### src/rtl/program_sequencer.sv
// program_sequencer: launches one of NUM_PROGRAMS table entries on the core and runs a req/ack handshake.
// Optional run watchdog enabled by defining SEQ_WATCHDOG_EN.  Rev 1.0
`default_nettype none

module program_sequencer #(
  parameter int PC_BITS      = 10,
  parameter int NUM_PROGRAMS = 4,
  parameter int CYCLE_BITS   = 16,
  parameter int MAX_CYCLES   = 50000
) (
  input  logic                            clock,
  input  logic                            reset,
  input  logic                            req,
  input  logic [$clog2(NUM_PROGRAMS)-1:0] prog_sel,
  input  logic                            cfg_we,
  input  logic [$clog2(NUM_PROGRAMS)-1:0] cfg_idx,
  input  logic [PC_BITS-1:0]              cfg_start,
  input  logic [PC_BITS-1:0]              cfg_done,
  input  logic [PC_BITS-1:0]              pc,
  output logic                            core_start,
  output logic [PC_BITS-1:0]              start_pc,
  output logic                            core_run,
  output logic                            busy,
  output logic                            ack,
  output logic                            timeout,
  output logic [CYCLE_BITS-1:0]           cycle_count
);

  localparam int SEL_BITS = $clog2(NUM_PROGRAMS);

  localparam logic [1:0] S_IDLE   = 2'd0;
  localparam logic [1:0] S_LAUNCH = 2'd1;
  localparam logic [1:0] S_RUN    = 2'd2;
  localparam logic [1:0] S_DONE   = 2'd3;

  logic [1:0]            r_state;
  logic [PC_BITS-1:0]    r_tbl_start [NUM_PROGRAMS];
  logic [PC_BITS-1:0]    r_tbl_done  [NUM_PROGRAMS];
  logic [PC_BITS-1:0]    r_start_pc;
  logic [PC_BITS-1:0]    r_run_done;
  logic [CYCLE_BITS-1:0] r_cycle_count;

  logic [SEL_BITS-1:0]   w_sel;
  logic                  w_cfg_ok;
  logic                  w_match;
  logic [CYCLE_BITS-1:0] w_count_inc;

  // Out-of-range selects fall back to entry 0; out-of-range writes are dropped.
  always_comb begin
    w_sel = prog_sel;
    if (32'(prog_sel) >= NUM_PROGRAMS) w_sel = '0;
  end

  assign w_cfg_ok    = (32'(cfg_idx) < NUM_PROGRAMS);
  assign w_match     = (pc == r_run_done);
  assign w_count_inc = (&r_cycle_count) ? r_cycle_count : r_cycle_count + CYCLE_BITS'(1);

`ifdef SEQ_WATCHDOG_EN
  logic r_timeout;
  logic w_wd_hit;

  assign w_wd_hit = (32'(w_count_inc) >= MAX_CYCLES);

  always_ff @(posedge clock) begin
    if (reset) begin
      r_timeout <= 1'b0;
    end else if (r_state == S_IDLE && req) begin
      r_timeout <= 1'b0;
    end else if (r_state == S_RUN && !w_match && w_wd_hit) begin
      r_timeout <= 1'b1;
    end
  end

  assign timeout = r_timeout;
`else
  logic w_unused_max;
  assign w_unused_max = ^MAX_CYCLES;
  assign timeout      = 1'b0;
`endif

  // Table reads below see pre-write contents, so a same-cycle write never affects the launch.
  always_ff @(posedge clock) begin
    if (reset) begin
      for (int i = 0; i < NUM_PROGRAMS; i++) begin
        r_tbl_start[i] <= '0;
        r_tbl_done[i]  <= '1;
      end
    end else if (cfg_we && w_cfg_ok) begin
      r_tbl_start[cfg_idx] <= cfg_start;
      r_tbl_done[cfg_idx]  <= cfg_done;
    end
  end

  always_ff @(posedge clock) begin
    if (reset) begin
      r_state       <= S_IDLE;
      r_start_pc    <= '0;
      r_run_done    <= '1;
      r_cycle_count <= '0;
    end else begin
      case (r_state)
        S_IDLE: begin
          if (req) begin
            r_start_pc    <= r_tbl_start[w_sel];
            r_run_done    <= r_tbl_done[w_sel];
            r_cycle_count <= '0;
            r_state       <= S_LAUNCH;
          end
        end
        S_LAUNCH: r_state <= S_RUN;
        S_RUN: begin
          r_cycle_count <= w_count_inc;
          if (w_match) begin
            r_state <= S_DONE;
          end
`ifdef SEQ_WATCHDOG_EN
          else if (w_wd_hit) begin
            r_state <= S_DONE;
          end
`endif
        end
        S_DONE: begin
          if (!req) r_state <= S_IDLE;
        end
        default: r_state <= S_IDLE;
      endcase
    end
  end

  assign core_start  = (r_state == S_LAUNCH);
  assign core_run    = (r_state == S_RUN);
  assign busy        = (r_state == S_LAUNCH) || (r_state == S_RUN);
  assign ack         = (r_state == S_DONE);
  assign start_pc    = r_start_pc;
  assign cycle_count = r_cycle_count;

endmodule

`default_nettype wire

### config.mk
export PLATFORM = sky130hd
export DESIGN_NAME = program_sequencer
export DESIGN_NICKNAME = d
export VERILOG_FILES = /design/src/rtl/program_sequencer.sv
export SDC_FILE = /design/constraint.sdc
export NUM_CORES = 1
export LEC_CHECK = 0
export CORE_MARGIN = 5
export CORE_UTILIZATION = 49
export CTS_CLUSTER_DIAMETER = 30
export DETAILED_ROUTE_END_ITERATION = 10
export PLACE_DENSITY = 0.78
export SLEW_MARGIN = 20
export SYNTH_ARGS = -nofsm -noshare
export SYNTH_HDL_FRONTEND = slang
export SYNTH_SLANG_ARGS = --single-unit
### constraint.sdc
create_clock -name clock -period 2.7 [get_ports clock]
set_clock_uncertainty 0.2 [all_clocks]
set_input_delay 0.54 -clock clock [delete_from_list [all_inputs] [get_ports clock]]
set_output_delay 0.54 -clock clock [all_outputs]
set_load 0.01 [all_outputs]
# After elaboration in Yosys (flattened, before gate mapping)
# Memory sizes are Yosys's and may differ from the RTL's. A register that Yosys moved wholly into a read port is not among the register bits.
# Cells that the tools add are included.
totals:
  latchBits: 0
  mem_bits_ro: 0
  mem_count: 2
  mem_bits_rw: 80
  register_bits: 18
  out_inout_bits: 31
mem_list:
  columns: ["name", "words", "width", "rd", "rd_ports_with_merged_regs", "write_ports", "line_no", "rtl"]
  rows:
  - ["r_tbl_done", 4, 10, 1, 1, 4, "38", "logic [PC_BITS-1:0] r_tbl_done [NUM_PROGRAMS];"]
  - ["r_tbl_start", 4, 10, 1, 1, 4, "37", "logic [PC_BITS-1:0] r_tbl_start [NUM_PROGRAMS];"]
op_classes:
  n_shift: 0
  n_lt_le_gt_ge: 0
  add_sub_neg: 1
  muxes: 18
  mul: 0
  div: 0
  n_reduce_logical: 9
  bitwise: 0
  eq_ne: 8
op_table:
  columns: ["operator", "count"]
  rows:
  - ["$mux 16", 2]
  - ["$pmux 16 s2", 1]
  - ["$mux 10", 2]
  - ["$reduce_or 10->1", 2]
  - ["$add 16x1->16 const B", 1]
  - ["$reduce_and 16->1", 1]
  - ["$eq 10x10->1", 1]
  - ["$mux 2", 5]
  - ["$pmux 2 s4", 1]
  - ["$mux 1", 7]
  - ["$ne 2x2->1 const B", 3]
  - ["$reduce_and 3->1", 2]
  - ["$eq 2x2->1 const B", 2]
  - ["$eq 2x1->1 const B", 1]
  - ["$logic_not 2->1", 1]
  - ["$ne 2x1->1 const B", 1]
  - ["$reduce_and 2->1", 1]
  - ["$reduce_bool 2->1", 1]
  - ["$logic_or 1x1->1", 1]

# Longest topological paths before layout
# Gate-level depths: netlist of the first run.
logic_depth:
  ltp_word: 5
  depth_mapped: 8
  depth_no_buf: 7

# Worst setup path after synthesis of the first run
# No wires, ideal clock.
synth_timing:
  kind: "in2reg"
  start: "input reset"
  end: "memory r_tbl_done[2][0], enable pin"
  required_time_ps: 2154
  slack_ps: 503
  arrival_ps: 1652
  stages: 4
  path_cell_list: "nand2b_1 > nor3b_1 > clkbuf_1 > or2_2"
synth_lines:
  columns: ["item", "line_no", "rtl"]
  rows:
  - ["from (decl)", "12", "input logic reset,"]
  - ["to (decl)", "38", null]

# Worst setup path in the final report of the first run
layout_timing:
  start: "register r_state[0]"
  end: "output core_run"
layout_between:
  elab_chain_cells: 1
layout_rtl:
  columns: ["item", "line_no", "rtl"]
  rows:
  - ["from (decl)", "36", "logic [1:0] r_state;"]
  - ["from (signal assigned)", "96", "r_state <= S_IDLE;"]
  - ["from (signal assigned)", "107", "r_state <= S_LAUNCH;"]
  - ["from (signal assigned)", "110", "S_LAUNCH: r_state <= S_RUN;"]
  - ["$eq 2x2->1", "131", "assign core_run = (r_state == S_RUN);"]
  - ["to (decl)", "22", "output logic core_run,"]
# Every way passes these cells.

==> metrics.log, run 1 <==
[metrics] met1 routed wirelength after detailed routing: 4.71 mm
[metrics] post-DR wirelength/cell: 17.6 um
[metrics] total global routing overflow: 0
[metrics] std cell rows: 38
[metrics] number of gates resized after cts: 0
[metrics] antenna viol nets, final: 0
[metrics] die height: 114 um
[metrics] Slew headroom: 47.8%
[metrics] share of cells above drive strength 1: 15.5%
[metrics] Initial DRC Count: 229
[metrics] worst r2r src: r_state[0]$_SDFFE_PP0P_
[metrics] layout overhead on the synthesized area: 28.1%
[metrics] area taken by flip-flops and latches: 3160 sq um
[metrics] launching element type of the critical path: flip-flop
[metrics] post-route non-filler standard cell count: 655
[metrics] number of buffer cells added on primary ports: 67
[metrics] Syn Inst Count: 426
[metrics] worst-path cell with the longest stage delay: sky130_fd_sc_hd__clkdlybuf4s50_1
[metrics] post-synth cell types: 50
[metrics] TritonCTS clock tree: built
[metrics] Lkg Pwr: 2.39 nW
[metrics] Final TNS setup: 0 ns
[metrics] initial antenna violation count: 0
[metrics] share of the clock period used by the worst path: 95.8%
[metrics] io pins: 69
[metrics] max-cap violation count: 0
[metrics] number of levels in the clock H-tree: 4
[metrics] clock root cell: sky130_fd_sc_hd__clkbuf_8
[metrics] top metal layer carrying routed signals: met4
[metrics] design internal power: 4.08 mW
[metrics] sequential cell fraction of total power: 41.1%
[metrics] RePlAce Congestion: 0.809
[metrics] Post-Syn Area per Cell: 12.6 sq um
[metrics] sort of element at the end of the critical path: output pin
[metrics] met3 routed WL: 803 um
[metrics] DR WL met2: 5.82 mm
[metrics] unrepaired setup endpoints after global routing: no
[metrics] area of combinational cells with multiple inputs: 2060 sq um
[metrics] Clock Power Share: 42.3%
[metrics] total power of the final layout: 5.39 mW
[metrics] number of global-route vias before repair: 3,594
[metrics] Reg2Reg Depth: 7
[metrics] Hold Crit Depth: 2
[metrics] number of hold violations in the final report: 0
[metrics] # fillers: 808
[metrics] vias: 3,512
[metrics] hold-critical path endpoint: start_pc[1]$_SDFFE_PP0P_
[metrics] antenna fix cells: 0
[metrics] total nets after synthesis: 469
[metrics] highest achievable clock rate: 0.387 GHz
[metrics] total half-perimeter wirelength after legalization and detailed placement: 7.31 mm
[metrics] core outline area: 10,700 sq um
[metrics] total length of routed wires: 11.5 mm
[metrics] later-pin clock latency in the skew report: 0.51 ns
[metrics] total iterations of the first detailed-routing run: 5
[metrics] commonest cells after routing, fill and taps aside: sky130_fd_sc_hd__edfxtp_1 (80), sky130_fd_sc_hd__clkdlybuf4s50_1 (67), sky130_fd_sc_hd__nand2_1 (50)
[metrics] most instantiated flip-flop cell in the synthesis netlist: sky130_fd_sc_hd__edfxtp_1
[metrics] Final Critical Period: 2.59 ns
[metrics] total standard cell area after synthesis: 5350 sq um
[metrics] cell total after placement: 623
[metrics] startpoint of the tightest hold check path: start_pc[1]$_SDFFE_PP0P_
[metrics] number of buffers created by CTS: 17
[metrics] number of slew-limit violations in the final report: 0
[metrics] Sinks on Clock Net: 118
[metrics] RR Endpoint: cycle_count[9]$_SDFFE_PP0P_
[metrics] CP Max Fanout: 11
[metrics] Final Setup Violations: 0
[metrics] maximum number of buffers from clock root to sink: 2
[metrics] sequence of cells on the critical path: inv_1 -> ha_1 -> buf_4 -> clkdlybuf4s50_1
[metrics] YS warnings: 0
[metrics] worst setup slack for register-to-register paths: 0.33 ns
[metrics] post-CTS setup repair buffer count: 0
[metrics] transition at the pin with the smallest max-transition slack: 0.781 ns
[metrics] post-layout worst setup margin: 0.113 ns
[metrics] post-route DRC violation count: 0
[metrics] clk slew on worst S/H paths: 0.06 ns
[metrics] synthesized flop and latch total: 118
[metrics] sequential cell area fraction in the yosys report: 59.2%
[metrics] class of the tightest hold or removal check: reg2reg
[metrics] async set-or-reset flop fraction in the synthesized netlist: 0%
[metrics] Worst IR Drop VDD: 0.371 mV
[metrics] Post-synth EDFFs: 80
[metrics] Req. time, crit path: 1.96 ns
[metrics] largest net degree at the start of global routing: 35
[metrics] power density of the placed cells: 788 nW/um^2
[metrics] first-pass GRT wire length: 18.5 mm
[metrics] setup slack at placement: 0.0977 ns
[metrics] most frequent standard cell in the layout excluding fill and tap cells: sky130_fd_sc_hd__edfxtp_1
[metrics] Post-layout nets: 545
[metrics] reported net switching power: 1.31 mW
[metrics] routed vias/inst: 5.36
[metrics] critical path type: reg2out
[metrics] number of hold buffers added after CTS: 0
[metrics] area of the die: 13,100 sq um
[metrics] effective utilization at floorplan: 49.8%
[metrics] GRT Util Overall: 18.6%
[metrics] Max stage delay on crit path: 0.56 ns
[metrics] Die Wd: 114 um
[metrics] Data arrival, critical path: 1.85 ns
[metrics] outcome: finished, final reports clean
[metrics] part of the total power dissipated in combinational logic: 16.6%
[metrics] switching power share of the total: 24.3%
## worst max-delay path by stage
stage / cells past startpoint / slack (ns) / end / from
after global routing: 4 / 0.02 / core_run / r_state[0]$_SDFFE_PP0P_
after detailed placement: 6 / 0.1 / cycle_count[9]$_SDFFE_PP0P_ / req
after global placement: 6 / 0.16 / cycle_count[9]$_SDFFE_PP0P_ / req
after CTS: 4 / 0.08 / core_run / r_state[0]$_SDFFE_PP0P_
after floorplan: 4 / 0.50 / r_tbl_done[2][0]$_SDFFCE_PN1P_ / reset
final: 4 / 0.11 / core_run / r_state[0]$_SDFFE_PP0P_
## metrics by stage
step	utilization, %	hold slack [ns]	instance area (sq um)
2_1_floorplan	-	0.259	5350
3_3_place_gp	57.9	0.250	6220
3_5_place_dp	57.9	0.255	6220
4_1_cts	63.7	0.266	6850
5_1_grt	63.7	0.281	6850
6_report	63.7	0.264	6850
## routing by layer
layer,global-route usage (%),vias up
met1,23.2,1703
met4,8.00,0
met3,4.55,11
li1,-,1670
met2,31.0,128
met5,0,-
## synth_stat cells (all sizes together), types with 6 or more instances
cell type | count | share of area, %
edfxtp | 80 | 45
nand2 | 50 | 3.5
nand2b | 42 | 4.9
and2 | 41 | 4.8
dfxtp | 38 | 14
mux4 | 20 | 8.4
xnor2 | 19 | 3.1
clkbuf | 17 | 1.2
a21oi | 15 | 1.4
nor2 | 15 | 1.1
nand3b | 10 | 1.4
inv | 8 | 0.56
buf | 7 | 0.80
a211oi | 6 | 0.94
nand3 | 6 | 0.56
nor3 | 6 | 0.75
## power by group through the flow
stage	clock (mW)	combinational, mW	sequential [mW]
after global placement	0	0.879	2.24
after detailed placement	0	0.899	2.25
after CTS	2.32	0.907	2.22
final	2.28	0.896	2.22
after global routing	2.40	0.983	2.23
after floorplan	0	0.536	2.24
## cell families (layout without fill, tap and decap cells)
family                     after synthesis  count (layout)  synth area share [%]
and+or+nand+nor                        193             193                  20.3
other                                    1               1                0.0701
AOI/OAI and AO/OA                       35              35                  4.68
adders and majority gates                5               5                  1.17
xor gates and xnor gates                19              19                  3.11
DFF                                    118             118                  59.2
muxes                                   23              23                  8.99
buffers and inverters                   32             121                  2.55
## sequential cells by signal, summed over array words and instances, names as in the netlist
name	cells
r_tbl_done	40
r_tbl_start	40
start_pc	10
cycle_count	16
r_state	2
r_run_done	10
## critical path: cells and delay by family (launching register included)
family / cells / cell delay (ns)
buf+inv: 3 / 0.83
flops: 1 / 0.32
fa+ha+maj: 1 / 0.17
## area by class of cell
| type | count | area share [%] |
|---|---|---|
| repair buffers | 81 | 11.5 |
| clock buffers | 29 | 8.97 |
| clock inverters | 3 | 0.237 |
| multi-input cells | 276 | 30.1 |
| well taps | 140 | 2.56 |
| flip-flops and latches | 118 | 46.2 |
| inverters | 8 | 0.438 |
No activity file was read; power rests on OpenSTA's default activity.
==> run 2, diff against run 1 <==
Clock period 2.7 ns to 2.5 ns, I/O delays scaled along.
==> metrics.log, run 2 (synthesis results as in run 1) <==
[metrics] antenna fix cells: 0 (unchanged)
[metrics] area taken by flip-flops and latches: 3160 sq um (unchanged)
[metrics] total global routing overflow: 0 (unchanged)
[metrics] die height: 114 um (unchanged)
[metrics] post-DR wirelength/cell: 16.9 um (-3.9%)
[metrics] transition at the pin with the smallest max-transition slack: 0.621 ns (-0.160 ns)
[metrics] total iterations of the first detailed-routing run: 5 (unchanged)
[metrics] Worst IR Drop VDD: 0.459 mV (+24%)
[metrics] class of the tightest hold or removal check: reg2reg
[metrics] std cell rows: 38 (unchanged)
[metrics] later-pin clock latency in the skew report: 0.52 ns (about the same)
[metrics] unrepaired setup endpoints after global routing: no
[metrics] max-cap violation count: 0 (unchanged)
[metrics] share of the clock period used by the worst path: 95.3%
[metrics] Req. time, crit path: 1.80 ns (-0.16 ns)
[metrics] power density of the placed cells: 828 nW/um^2 (+5.1%)
[metrics] TritonCTS clock tree: built
[metrics] number of global-route vias before repair: 3,590 (-0.11%)
[metrics] largest net degree at the start of global routing: 35 (unchanged)
[metrics] Die Wd: 114 um (unchanged)
[metrics] layout overhead on the synthesized area: 28.6%
[metrics] effective utilization at floorplan: 49.8% (unchanged)
[metrics] outcome: finished, final reports clean
[metrics] routed vias/inst: 5.25 (-2.0%)
[metrics] Reg2Reg Depth: 7 (unchanged)
[metrics] antenna viol nets, final: 0 (unchanged)
[metrics] Lkg Pwr: 2.42 nW (+1.1%)
[metrics] GRT Util Overall: 18.1% (-0.51 points)
[metrics] Slew headroom: 58.5% (+11 points)
[metrics] area of the die: 13,100 sq um (unchanged)
[metrics] RePlAce Congestion: 0.835 (+3.1%)
[metrics] # fillers: 825 (+2.1%)
[metrics] post-route DRC violation count: 0 (unchanged)
[metrics] maximum number of buffers from clock root to sink: 2 (unchanged)
[metrics] number of slew-limit violations in the final report: 0 (unchanged)
[metrics] area of combinational cells with multiple inputs: 2060 sq um (unchanged)
[metrics] number of hold buffers added after CTS: 0 (unchanged)
[metrics] Sinks on Clock Net: 118 (unchanged)
[metrics] Initial DRC Count: 228 (-0.44%)
[metrics] clock root cell: sky130_fd_sc_hd__clkbuf_8
[metrics] worst r2r src: r_state[0]$_SDFFE_PP0P_
[metrics] Final Setup Violations: 0 (unchanged)
[metrics] Final Critical Period: 2.38 ns
[metrics] worst setup slack for register-to-register paths: 0.25 ns (-0.08 ns)
[metrics] Post-layout nets: 549 (+0.73%)
[metrics] commonest cells after routing, fill and taps aside: sky130_fd_sc_hd__edfxtp_1 (80), sky130_fd_sc_hd__clkdlybuf4s50_1 (65), sky130_fd_sc_hd__nand2_1 (50)
[metrics] most frequent standard cell in the layout excluding fill and tap cells: sky130_fd_sc_hd__edfxtp_1
[metrics] core outline area: 10,700 sq um (unchanged)
[metrics] vias: 3,463 (-1.4%)
[metrics] initial antenna violation count: 0 (unchanged)
[metrics] number of levels in the clock H-tree: 4 (unchanged)
[metrics] RR Endpoint: cycle_count[4]$_SDFFE_PP0P_
[metrics] total half-perimeter wirelength after legalization and detailed placement: 7.59 mm (+3.8%)
[metrics] number of buffer cells added on primary ports: 67 (unchanged)
[metrics] termination of the worst setup path: core_run
[metrics] launching element type of the critical path: flip-flop
[metrics] CP Max Fanout: 9 (-2)
[metrics] Data arrival, critical path: 1.68 ns (-0.17 ns)
[metrics] post-route non-filler standard cell count: 659 (+0.61%)
[metrics] placement-stage cell area: 6290 sq um (+1.1%)
[metrics] highest achievable clock rate: 0.420 GHz
[metrics] io pins: 69 (unchanged)
[metrics] first-pass GRT wire length: 18.0 mm (-2.8%)
[metrics] share of cells above drive strength 1: 16.2% (+0.65 points)
[metrics] critical path type: reg2out
[metrics] Final TNS setup: 0 ns (unchanged)
[metrics] cell total after placement: 627 (+0.64%)
[metrics] number of buffers created by CTS: 17 (unchanged)
[metrics] first element of the critical path: r_state[0]$_SDFFE_PP0P_
[metrics] total power of the final layout: 5.69 mW (+5.5%)
[metrics] total length of routed wires: 11.1 mm (-3.3%)
[metrics] number of hold violations in the final report: 0 (unchanged)
[metrics] final instance area: 6880 sq um (+0.38%)
[metrics] clk slew on worst S/H paths: 0.05 ns (about the same)
[metrics] sort of element at the end of the critical path: output pin
-- run 2: changes by cell type in the layout (fill, tap and decap cells not counted) --
cell | before | now
sky130_fd_sc_hd__clkinv_1 | 0 | 1
sky130_fd_sc_hd__clkinv_2 | 2 | 6
sky130_fd_sc_hd__clkbuf_1 | 1 | 0
sky130_fd_sc_hd__buf_12 | 1 | 4
sky130_fd_sc_hd__inv_4 | 1 | 0
sky130_fd_sc_hd__clkbuf_16 | 20 | 19
sky130_fd_sc_hd__dlygate4sd2_1 | 0 | 2
sky130_fd_sc_hd__clkbuf_8 | 8 | 6
sky130_fd_sc_hd__clkdlybuf4s50_1 | 67 | 65
sky130_fd_sc_hd__buf_4 | 13 | 14
-- run 2: critical path, stage by stage, from the launching register on --
cell                            delay, ns
sky130_fd_sc_hd__dfxtp_1             0.36
sky130_fd_sc_hd__inv_1               0.09
sky130_fd_sc_hd__ha_1                0.25
sky130_fd_sc_hd__buf_4               0.18
sky130_fd_sc_hd__dlygate4sd2_1       0.29
-- run 2: how the worst min path moves through the flow --
stage | cells after the start | slack, ns | start | endpoint
floorplan | 2 | 0.26 | r_run_done[3]$_SDFFE_PP1P_ | r_run_done[3]$_SDFFE_PP1P_
global placement | 2 | 0.25 | start_pc[3]$_SDFFE_PP0P_ | start_pc[3]$_SDFFE_PP0P_
detailed placement | 2 | 0.25 | start_pc[7]$_SDFFE_PP0P_ | start_pc[7]$_SDFFE_PP0P_
CTS | 2 | 0.26 | start_pc[7]$_SDFFE_PP0P_ | start_pc[7]$_SDFFE_PP0P_
global route | 2 | 0.28 | start_pc[7]$_SDFFE_PP0P_ | start_pc[7]$_SDFFE_PP0P_
finish | 2 | 0.26 | start_pc[7]$_SDFFE_PP0P_ | start_pc[7]$_SDFFE_PP0P_
-- run 2: stage by stage --
step,utilization [%],worst slack [ns],hold slack (ns)
4_1_cts,64.0,0.0817,0.258
3_3_place_gp,58.5,0.0461,0.252
6_report,64.0,0.119,0.256
3_5_place_dp,58.5,-0.00157,0.250
2_1_floorplan,-,0.343,0.259
5_1_grt,64.0,0.0356,0.278
-- run 2: power breakdown --
group	switching [mW]	leakage, nW	total [mW]	internal, mW
sequential	0.104	1.10	2.39	2.29
clock	0.806	0.302	2.32	1.51
combinational	0.490	1.02	0.977	0.487
-- run 2: cell type report --
class | count | area share, %
well taps | 140 | 2.55
multi-input cells | 276 | 30.0
repair buffers | 85 | 12.4
clock inverters | 7 | 0.491
flip-flops and latches | 118 | 46.0
clock buffers | 25 | 8.12
inverters | 8 | 0.437
-- run 2: metal layers --
metal  share of wire [%]  global-route usage, %  up-vias
met5                   0                      0        -
met4                 1.2                   7.05        0
met3                 4.8                   5.13       15
met2                  53                   30.8       96
met1                  41                   21.8     1685
li1                    -                      -     1667
-- run 2: timing repair --
action | 4_1_cts | 5_1_grt
setup buffers | 0 | 0
setup endpoints to repair | 2 | 0
gates resized for setup | 2 | 0
